**src/rtl/vga_timing_pkg.sv**
```systemverilog
// Shared VGA 640x480@60 timing defaults, coordinate width and window helper.
package vga_timing_pkg;

  localparam int COORD_W = 10;
  localparam int DIV_W   = 4;

  localparam int DEF_H_DISPLAY = 640;
  localparam int DEF_H_FRONT   = 16;
  localparam int DEF_H_SYNC    = 96;
  localparam int DEF_H_BACK    = 48;
  localparam int DEF_V_DISPLAY = 480;
  localparam int DEF_V_FRONT   = 10;
  localparam int DEF_V_SYNC    = 2;
  localparam int DEF_V_BACK    = 33;

  localparam int H_TOTAL = DEF_H_DISPLAY + DEF_H_FRONT + DEF_H_SYNC + DEF_H_BACK;
  localparam int V_TOTAL = DEF_V_DISPLAY + DEF_V_FRONT + DEF_V_SYNC + DEF_V_BACK;

  localparam int HSYNC_START = DEF_H_DISPLAY + DEF_H_FRONT;
  localparam int HSYNC_END   = HSYNC_START + DEF_H_SYNC;
  localparam int VSYNC_START = DEF_V_DISPLAY + DEF_V_FRONT;
  localparam int VSYNC_END   = VSYNC_START + DEF_V_SYNC;

  // Half-open window test lo <= v < hi, all unsigned coordinates.
  function automatic logic in_window(input logic [COORD_W-1:0] v,
                                     input logic [COORD_W-1:0] lo,
                                     input logic [COORD_W-1:0] hi);
    return (v >= lo) && (v < hi);
  endfunction

endpackage

```
**src/rtl/vga_pixel_div.sv**
```systemverilog
// Mod-CLK_DIV clock divider producing a one-clk pixel_tick strobe.
module vga_pixel_div
  import vga_timing_pkg::*;
#(
  parameter int CLK_DIV = 4
) (
  input  logic clk,
  input  logic reset,
  output logic pixel_tick
);

  localparam logic [DIV_W-1:0] D_LAST = DIV_W'(CLK_DIV - 1);

  logic [DIV_W-1:0] d;

  // Free-running divide counter; strobe registered from the terminal count.
  always_ff @(posedge clk) begin
    if (reset) begin
      d          <= '0;
      pixel_tick <= 1'b0;
    end else begin
      d          <= (d == D_LAST) ? '0 : d + 1'b1;
      pixel_tick <= (d == D_LAST);
    end
  end

endmodule

```
**src/rtl/vga_sync_gen.sv**
```systemverilog
// VGA timing master: raster counters, registered sync/video_on aligned with
// the coordinates. Define VGA_SYNC_FRAME_TICK_EN to add the frame_tick port.
module vga_sync_gen
  import vga_timing_pkg::*;
#(
  parameter int CLK_DIV   = 4,
  parameter int H_DISPLAY = DEF_H_DISPLAY,
  parameter int H_FRONT   = DEF_H_FRONT,
  parameter int H_SYNC    = DEF_H_SYNC,
  parameter int H_BACK    = DEF_H_BACK,
  parameter int V_DISPLAY = DEF_V_DISPLAY,
  parameter int V_FRONT   = DEF_V_FRONT,
  parameter int V_SYNC    = DEF_V_SYNC,
  parameter int V_BACK    = DEF_V_BACK,
  parameter bit SYNC_POL  = 1'b0
) (
  input  logic               clk,
  input  logic               reset,
  output logic               pixel_tick,
  output logic [COORD_W-1:0] pixel_x,
  output logic [COORD_W-1:0] pixel_y,
  output logic               video_on,
  output logic               hsync,
  output logic               vsync
`ifdef VGA_SYNC_FRAME_TICK_EN
  ,
  output logic               frame_tick
`endif
);

  localparam logic [COORD_W-1:0] H_LAST   = COORD_W'(H_DISPLAY + H_FRONT + H_SYNC + H_BACK - 1);
  localparam logic [COORD_W-1:0] V_LAST   = COORD_W'(V_DISPLAY + V_FRONT + V_SYNC + V_BACK - 1);
  localparam logic [COORD_W-1:0] H_VIS    = COORD_W'(H_DISPLAY);
  localparam logic [COORD_W-1:0] V_VIS    = COORD_W'(V_DISPLAY);
  localparam logic [COORD_W-1:0] HS_START = COORD_W'(H_DISPLAY + H_FRONT);
  localparam logic [COORD_W-1:0] HS_END   = COORD_W'(H_DISPLAY + H_FRONT + H_SYNC);
  localparam logic [COORD_W-1:0] VS_START = COORD_W'(V_DISPLAY + V_FRONT);
  localparam logic [COORD_W-1:0] VS_END   = COORD_W'(V_DISPLAY + V_FRONT + V_SYNC);

  logic [COORD_W-1:0] x_next;
  logic [COORD_W-1:0] y_next;

  vga_pixel_div #(
    .CLK_DIV(CLK_DIV)
  ) u_div (
    .clk       (clk),
    .reset     (reset),
    .pixel_tick(pixel_tick)
  );

  // Next raster position: step only in a cycle where pixel_tick is high.
  always_comb begin
    x_next = pixel_x;
    y_next = pixel_y;
    if (pixel_tick) begin
      if (pixel_x == H_LAST) begin
        x_next = '0;
        y_next = (pixel_y == V_LAST) ? '0 : pixel_y + 1'b1;
      end else begin
        x_next = pixel_x + 1'b1;
      end
    end
  end

  // Coordinates and decoded timing share one edge, so they never skew.
  always_ff @(posedge clk) begin
    if (reset) begin
      pixel_x  <= '0;
      pixel_y  <= '0;
      video_on <= 1'b0;
      hsync    <= ~SYNC_POL;
      vsync    <= ~SYNC_POL;
    end else begin
      pixel_x  <= x_next;
      pixel_y  <= y_next;
      video_on <= (x_next < H_VIS) && (y_next < V_VIS);
      hsync    <= in_window(x_next, HS_START, HS_END) ? SYNC_POL : ~SYNC_POL;
      vsync    <= in_window(y_next, VS_START, VS_END) ? SYNC_POL : ~SYNC_POL;
    end
  end

`ifdef VGA_SYNC_FRAME_TICK_EN
  logic frame_wrap;
  assign frame_wrap = pixel_tick && (pixel_x == H_LAST) && (pixel_y == V_LAST);

  // One-clk strobe on the edge where the raster returns to (0,0).
  always_ff @(posedge clk) begin
    if (reset) begin
      frame_tick <= 1'b0;
    end else begin
      frame_tick <= frame_wrap;
    end
  end
`endif

endmodule

```
**config.mk**
```make
export PLATFORM = sky130hd
export DESIGN_NAME = vga_sync_gen
export DESIGN_NICKNAME = d
export VERILOG_FILES = /design/src/rtl/vga_timing_pkg.sv /design/src/rtl/vga_pixel_div.sv /design/src/rtl/vga_sync_gen.sv
export SDC_FILE = /design/constraint.sdc
export NUM_CORES = 1
export LEC_CHECK = 0
export BUFFER_PORTS_ARGS = -buffer_cell sky130_fd_sc_hd__buf_4
export CAP_MARGIN = 40
export CORE_MARGIN = 5
export CORE_UTILIZATION = 50
export CTS_BUF_LIST = sky130_fd_sc_hd__clkbuf_16
export CTS_CLUSTER_DIAMETER = 80
export DETAILED_ROUTE_END_ITERATION = 16
export PLACE_DENSITY = 0.77
export SLEW_MARGIN = 20
export SYNTH_ARGS = -nofsm -noshare
export SYNTH_HDL_FRONTEND = slang
export SYNTH_SLANG_ARGS = --single-unit
```
**constraint.sdc**
```tcl
create_clock -name clk -period 2.2 [get_ports clk]
set_input_delay 0.11 -clock clk [delete_from_list [all_inputs] [get_ports clk]]
set_output_delay 0.11 -clock clk [all_outputs]
set_load 0.005 [all_outputs]
```
* Yosys cells after proc, flatten, opt, wreduce, memory -nomap -nowiden
Cells that the tools add are included.
** Storage, ports and cells
- Bits in registers :: 28
- Input bits :: 2
- Output and inout port bits :: 24
- Logic and storage cells :: 30
** Operators by class
- $add $sub $neg :: 3
- Order comparisons :: 6
- Equality and inequality tests :: 3
- Mux-type cells :: 7
- Reductions and logical operators :: 4
** Operators with widths (count)
- 10-bit two-way mux :: 5
- 10-bit by 1-bit adder with 10-bit output, second input constant :: 2
- 10-bit equality test, second input constant :: 2
- 10-bit less-than comparator, second input constant :: 2
- 10-bit by 9-bit less-than comparator with 1-bit output, second input constant :: 2
- 10-bit greater-or-equal comparator, second input constant :: 1
- 10-bit by 9-bit greater-or-equal comparator with 1-bit output, second input constant :: 1
- 4-bit by 1-bit adder with 4-bit output, second input constant :: 1
- 4-bit by 2-bit equality test with 1-bit output, second input constant :: 1
- 1-bit logical AND :: 3
- 1-bit two-way mux :: 2
- 2-bit OR reduction :: 1

* Logic depth before layout (Yosys ltp)
Gate-level depths: netlist (run 1).
- Depth after elaboration :: 7
- Mapped depth :: 8
- Gate-level depth less buffers :: 7

* By module
A second synthesis (run 1) with hierarchy kept.
** Second synthesis, totals
- Cells, all modules :: 174
- Area total of the unflattened synthesis :: 1549.0 sq um
** Modules (own cells, without submodules)
- vga_sync_gen :: times used 1, cells an instance 157, area each 1351.3 sq um, seq. area each 460.4 sq um
- vga_pixel_div :: times used 1, cells an instance 17, area each 197.7 sq um, seq. area each 100.1 sq um

* Least setup slack after synthesis (run 1)
OpenSTA, ideal clock, no wires.
- Path type :: register to register
- Start :: reg pixel_y[2]
- End :: reg video_on
- Setup time :: 0.119 ns
- Data arrival time :: 1.770 ns
- Data required time :: 2.081 ns
- Slack :: 0.311 ns
- Stages on the path, launching flop included :: 7
- Path buffers :: 1
- Period minus slack after synthesis :: 1.889 ns
- Cells stage by stage :: dfxtp_1 -> buf_2 -> nand3_2 -> or4_1 -> or2_0 -> mux2_2 -> nor3b_1
** Between the ends
- Longest elaborated chain between the ends :: 6
- Elaborated cells between the ends (all ways) :: 7
- Classes of those cells :: add/sub (1); order compare (1); eq/ne (1); mux (3); reduce/logical (1)
** Ends and longest elaborated chain
- start, declared :: RTL line vga_sync_gen.sv:21 : output logic [COORD_W-1:0] pixel_y,
- start signal, assigned :: RTL line vga_sync_gen.sv:75 : pixel_y <= y_next;
- 10-bit by 1-bit adder with 10-bit output / 10-bit equality test (equally long branches) :: RTL line vga_sync_gen.sv:58 : y_next = (pixel_y == V_LAST) ? '0 : pixel_y + 1'b1;
- 10-bit two-way mux :: RTL line vga_sync_gen.sv:58
- 10-bit two-way mux :: RTL line vga_sync_gen.sv:56 : if (pixel_x == H_LAST) begin
- 10-bit two-way mux (*) :: RTL line vga_sync_gen.sv:55 : if (pixel_tick) begin
- 10-bit by 9-bit less-than comparator with 1-bit output (*) :: RTL line vga_sync_gen.sv:76 : video_on <= (x_next < H_VIS) && (y_next < V_VIS);
- 1-bit logical AND (*) :: RTL line vga_sync_gen.sv:76
- end signal, assigned :: RTL line vga_sync_gen.sv:76
- end, declared :: RTL line vga_sync_gen.sv:22 : output logic video_on,
Every way passes the cells marked *; elsewhere a longest branch is shown, timed or not.
A chain may end at the register's enable or synchronous reset.

* Final worst setup path (run 1)
- Start :: reg pixel_y[3]
- End :: reg video_on
Same word-level chain as after synthesis.

==> results of run 1 <==
## layer usage
layer	vias up	track usage (%)	share of wire, %
met5	-	0	0
met4	0	5.584	1.4
met3	7	4.216	6.9
met2	61	28.59	46
met1	733	25.44	45
li1	762	-	-
## path summary, 6_finish.rpt
| path | end | start | cells past startpoint | slack [ns] |
|---|---|---|---|---|
| worst min register to register | u_div.d[0]$_SDFF_PP0_ | u_div.d[0]$_SDFF_PP0_ | 1 | 0.46 |
| worst min-delay path | pixel_y[0]$_SDFF_PP0_ | reset | 2 | 0.21 |
| worst max register to register | video_on$_SDFF_PP0_ | pixel_y[3]$_SDFF_PP0_ | 5 | 0.16 |
| worst max-delay path | video_on$_SDFF_PP0_ | pixel_y[3]$_SDFF_PP0_ | 5 | 0.16 |
## what timing repair did
action / CTS / global route
resized for setup: 0 / 4
setup endpoints to repair: 0 / 4
buffers inserted: 0 / 0
hold buffers: 0 / 0
## critical path: stages, from the launching register on
cell and delay (ns):
dfxtp_1 0.50, nand3_2 0.19, or4_1 0.57, or2_0 0.24, mux2_2 0.28, nor3b_1 0.14
## cells in the mapped netlist (2+ instances only)
library cell   n
a2111oi_0      2
a211oi_1       2
a21o_1         2
a21oi_1       10
a22oi_1        3
a31oi_1        3
and2_1         2
and3_1         2
and4_1         2
buf_1          3
buf_2          7
clkbuf_1       3
dfxtp_1       28
ha_1           4
inv_1          4
mux2i_1        2
nand2_1       10
nand3_1       11
nand3b_1       2
nand4_1        6
nand4b_1       5
nor2_1        16
nor2b_1        3
nor3_1        11
nor3_2         2
nor3b_1        4
o2111ai_1      2
o21ai_0        8
or4_1          2
xnor2_1        2
xor2_1         8
## metrics by stage
stage / utilization [%] / cell area (µm²) / hold slack (ns) / setup slack [ns]
after floorplan: - / 1603 / 0.3942 / 0.3110
after global placement: 59.30 / 1810 / 0.4435 / 0.2379
after detailed placement: 59.30 / 1810 / 0.4526 / 0.1688
after CTS: 62.75 / 1916 / 0.2040 / 0.1384
after global routing: 63.36 / 1934 / 0.2128 / 0.04135
final: 63.36 / 1934 / 0.2077 / 0.1632
## report_power, final
group,internal (mW),total [mW],leakage (nW),switching [mW]
combinational,0.0119,0.0254,0.394,0.0135
clock,0.362,0.539,0.0511,0.176
sequential,0.514,0.520,0.227,0.00615
total,0.888,1.08,0.672,0.196
## kinds of logic (layout without fill, tap and decap cells)
group	count (synthesis)	count (layout)
simple gates	89	89
buf+inv	17	36
xor+xnor	10	10
fa+ha+maj	4	4
compound gates	41	41
mux	3	3
flops	28	28
## cell usage in the layout, fill, tap and decap left out, types with 2 or more instances in the layout
master / n
nand3_1: 10
nor2b_1: 3
nor2_1: 16
a22oi_1: 3
a2111oi_0: 2
nand4_1: 6
xor2_1: 8
xnor2_1: 2
and4_1: 2
or4_1: 2
a31oi_1: 3
nand2_1: 10
o21ai_0: 8
ha_1: 4
nand3_2: 2
clkbuf_16: 3
buf_4: 28
a211oi_1: 2
inv_1: 4
nand3b_1: 2
a21oi_1: 10
nor3_1: 11
and2_1: 2
o2111ai_1: 2
mux2i_1: 2
nand4b_1: 5
nor3b_1: 4
a21o_1: 2
dfxtp_1: 28
## area by class of cell
cell class,instances,area share [%]
Clock buffer,3,3.881
Clock inverter,1,1.552
Inverter,4,0.7762
Multi-Input combinational cell,147,51.10
Sequential cell,28,28.98
Tap cell,44,2.846
Timing Repair Buffer,28,10.87
## registers in the layout (all words and copies together) (netlist names)
name              flops
video_on              1
pixel_y              10
pixel_x              10
vsync                 1
u_div.pixel_tick      1
hsync                 1
u_div.d               4
==> results.md, run 1 <==
- Status: finished clean
- Antenna diode count: 0
- Total negative slack for setup checks: 0 ns
- Drt total wl: 3.875 mm
- DR vias/cell: 6.129
- Async S/R FF share, synth: 0%
- Worst setup skew after layout: 0.001502 ns
- Overall die area: 4438 µm²
- Chip height: 66.62 µm
- EDFF count, synth: 0
- Share of synthesized area spent on multiplexers: 1.952%
- Final std cells w/o fill: 255
- Count of input and output buffers: 25
- Antenna violations before repair: 0
- Adder-Cell Fraction of Synth Area: 3.123%
- Fraction of synthesized cell area taken by the top area cell type: 34.97%
- Average wire per cell in the routed design: 15.20 µm
- Area growth from synthesis to layout: 20.69%
- Setup crit end kind: flop
- Wire length of the first global-routing pass: 6.479 mm
- Detailed router's first-iteration violation count: 120
- Number of clock buffers inserted by TritonCTS: 3
- Synthesized netlist cell count: 192
- Clock H-tree levels: 1
- Die extent in x: 66.62 µm
- RSZ-0062 raised after global routing: no
- Pin count of the biggest net entering global routing: 28
- Post-Synthesis Cell Area: 1603 µm²
- Worst supply voltage drop on vdd: 272.4 µV
- Largest family of logic cells by synthesized area: simple AND/OR/NAND/NOR gates
- Required time of the critical path: 2.35 ns
- Storage element area: 560.5 µm²
- Fraction of the mapped netlist area in compound gates: 17.17%
- Count of different cell masters after synthesis: 52
- Worst Path Max Fanout: 9
- Clk pin slew, worst setup/hold paths: 0.07 ns
- Remaining DRCs: 0
- CTS root buf: clkbuf_16
- Net count of the mapped netlist: 198
- Top cells by area, synth: dfxtp_1, xor2_1, nor2_1
- Via count: 1563
- Total instance count after detailed placement: 251
- Number of ports placed on the die boundary: 26
- Crit path launch type: flop
- Max_slew headroom: 69.47%
- Most used flip-flop cell after synthesis: dfxtp_1
- Number of slew-limit violations in the final report: 0
- Final Critical Period: 2.037 ns
- XOR/XNOR Fraction of Synth Area: 5.464%
- Total grt overflow: 0
- Yosys warning count: 0
- Max-cap viol count: 0
- FP Rows: 20
- P_leak: 0.6719 nW
- Cell area power density: 560.6 nW/µm²
- Starting density of the core: 52.50%
- Highest clock frequency the design can meet: 491.0 MHz
- Transition time at the pin with the least slew margin: 0.4464 ns
- Total area of multi-input combinational cells: 988.4 µm²
- Library cell occupying the most area in the post-synthesis netlist: dfxtp_1
- Synthesized-area fraction occupied by and/or/nand/nor cells: 32.79%
- Final weighted congestion in routability-driven placement: 0.8957
- Hold WC Path Type: in -> reg
- Vias in the first global route: 1384
- Critical path data arrival time: 2.19 ns
- Number of detailed-route iterations in the first pass: 4
- Clock latency reported for the late side of the worst-skew pair: 0.26 ns
- Max Buffers Root-to-Sink: 2
- Area inside the core boundary: 3053 µm²
- Number of nets in the layout: 218
- GRT Resource Usage Total: 18.50%
- Final-report setup violation count: 0
- Post-synthesis average cell area: 8.348 µm²
- Share of cells above drive strength 1: 19.91%
- Pwr Total: 1.084 mW
- Residual antenna-violating net count after detailed routing: 0
- Critical Setup Path Class: reg -> reg
- Final Hold Viols: 0
- Final worst path period share: 92.58%
- Post-synthesis sequential area ratio: 34.97%
- TritonCTS clock tree: done
- Number of sinks driven by the clock tree: 28
- Half-perimeter wire length after detailed placement: 2.650 mm
- Number of fill cells: 263
- Synthesized flop and latch total: 28
Note: power is estimated with default switching activity, not from simulation.
==> run 2, diff against run 1 <==
--- a/config.mk
+++ b/config.mk
@@ -9,7 +9,6 @@
 export CAP_MARGIN = 40
 export CORE_MARGIN = 5
 export CORE_UTILIZATION = 50
-export CTS_BUF_LIST = sky130_fd_sc_hd__clkbuf_16
 export CTS_CLUSTER_DIAMETER = 80
 export DETAILED_ROUTE_END_ITERATION = 16
 export PLACE_DENSITY = 0.77
==> results.md, run 2 (synthesis results as in run 1) <==
- Average wire per cell in the routed design: 14.36 µm
- Max-cap viol count: 0
- Transition time at the pin with the least slew margin: 0.4462 ns
- Util after Layout: 61.64%
- Count of input and output buffers: 25
- Number of nets in the layout: 218
- Total grt overflow: 0
- Total negative slack for setup checks: 0 ns
- Chip height: 66.62 µm
- Final worst path period share: 91.64%
- Half-perimeter wire length after detailed placement: 2.650 mm
- Cell area power density: 474.3 nW/µm²
- Clock latency reported for the late side of the worst-skew pair: 0.34 ns
- Remaining DRCs: 0
- Setup crit end kind: flop
- Final weighted congestion in routability-driven placement: 0.8957
- Vias in the first global route: 1384
- Die extent in x: 66.62 µm
- Worst setup skew after layout: 0.009472 ns
- Leading registers by flop count: pixel_x (10), pixel_y (10), u_div.d (4)
- Status: finished clean
- CP cell instances: and4_1 -> nand3_1 -> a211oi_2 -> o311ai_0 -> or4_1
- Number of fill cells: 277
- Residual antenna-violating net count after detailed routing: 0
- Slowest cell delay on critical path: 0.52 ns
- Pin count of the biggest net entering global routing: 28
- GR Util met1: 24.00%
- Max_slew headroom: 69.48%
- Most used cells in the layout excluding fill and tap cells: dfxtp_1, buf_4, nor2_1, nor3_1
- Pwr Total: 0.8926 mW
- Worst Path Max Fanout: 8
- Number of ports placed on the die boundary: 26
- Drt total wl: 3.661 mm
- Number of slew-limit violations in the final report: 0
- Antenna diode count: 0
- Max Buffers Root-to-Sink: 2
- Detailed router's first-iteration violation count: 80
- Final-report setup violation count: 0
- Clock H-tree levels: 1
- P_leak: 0.6488 nW
- TritonCTS clock tree: done
- Clk pin slew, worst setup/hold paths: 0.16 ns
- Non-Filler Cell Area, Final: 1882 µm²
- Cell type group with the largest total delay on the critical path: simple AND/OR/NAND/NOR gates
- Worst hold slack: 0.1156 ns
- RSZ-0062 raised after global routing: no
- Hold WC Path Type: in -> reg
- Via count: 1525
- Buffer and inverter count on the worst path: 0
- Antenna violations before repair: 0
- Wire length of the first global-routing pass: 6.196 mm
- Starting density of the core: 52.50%
- Gr busiest metal: met2
- Critical Setup Path Class: reg -> reg
- Cell at the slowest stage of the critical path: dfxtp_1
- Crit path launch type: flop
- DR vias/cell: 5.980
- Number of clock buffers inserted by TritonCTS: 3
- Worst supply voltage drop on vdd: 383.7 µV
- Area inside the core boundary: 3053 µm²
- GRT Resource Usage Total: 17.48%
- Instance area after placement: 1810 µm²
- Met2 GRT Util: 26.86%
- Critical path data arrival time: 2.26 ns
- Number of sinks driven by the clock tree: 28
- Area growth from synthesis to layout: 17.41%
- Final Critical Period: 2.016 ns
- Setup fix buffers added after clock tree synthesis: 0
- Required time of the critical path: 2.44 ns
- Overall die area: 4438 µm²
- Share of cells above drive strength 1: 19.91%
- Highest clock frequency the design can meet: 496.0 MHz
- Number of detailed-route iterations in the first pass: 4
- CTS root buf: clkbuf_4
- FP Rows: 20
- Grt met3 use: 3.710%
- Final Hold Viols: 0
==> run 2: cell counts in the layout (fill, tap and decap cells not counted) <==
No cell type changed its count.
==> run 2: report_power, final <==
group,internal (mW),switching [mW]
clock network,0.184,0.162
registers,0.515,0.00611
logic,0.0119,0.0134
==> run 2: layout make-up <==
type / instances / area (µm²) / share of cell area (%)
Clock buffer: 3 / 22.52 / 1.197
Clock inverter: 1 / 30.03 / 1.596
Inverter: 4 / 15.01 / 0.7979
Multi-Input combinational cell: 147 / 988.4 / 52.53
Sequential cell: 28 / 560.5 / 29.79
Tap cell: 44 / 55.05 / 2.926
Timing Repair Buffer: 28 / 210.2 / 11.17
==> run 2: metrics by stage <==
stage          setup WS, ns  std cells
2_1_floorplan        0.3110        192
3_3_place_gp         0.2379        251
3_5_place_dp         0.1688        251
4_1_cts              0.1220        255
5_1_grt             0.03702        255
6_report             0.1839        255
==> run 2: layer usage <==
metal	share of wire (%)	routed length, µm
met5	0	0
met4	0.79	29
met3	7.6	278
met2	46	1676
met1	46	1676
==> run 2: worst paths after layout <==
check | end | start | depth (start not counted) | slack (ns)
setup reg to reg | hsync$_SDFF_PP1_ | u_div.pixel_tick$_SDFF_PP0_ | 5 | 0.18
hold reg to reg | u_div.d[0]$_SDFF_PP0_ | u_div.d[0]$_SDFF_PP0_ | 1 | 0.47
hold / removal | pixel_x[6]$_SDFF_PP0_ | reset | 2 | 0.12
setup / recovery | hsync$_SDFF_PP1_ | u_div.pixel_tick$_SDFF_PP0_ | 5 | 0.18
==> run 2: what timing repair did <==
item                       CTS  global route
setup endpoints to repair    0             4
hold buffers                 0             0
gates resized for setup      0             4
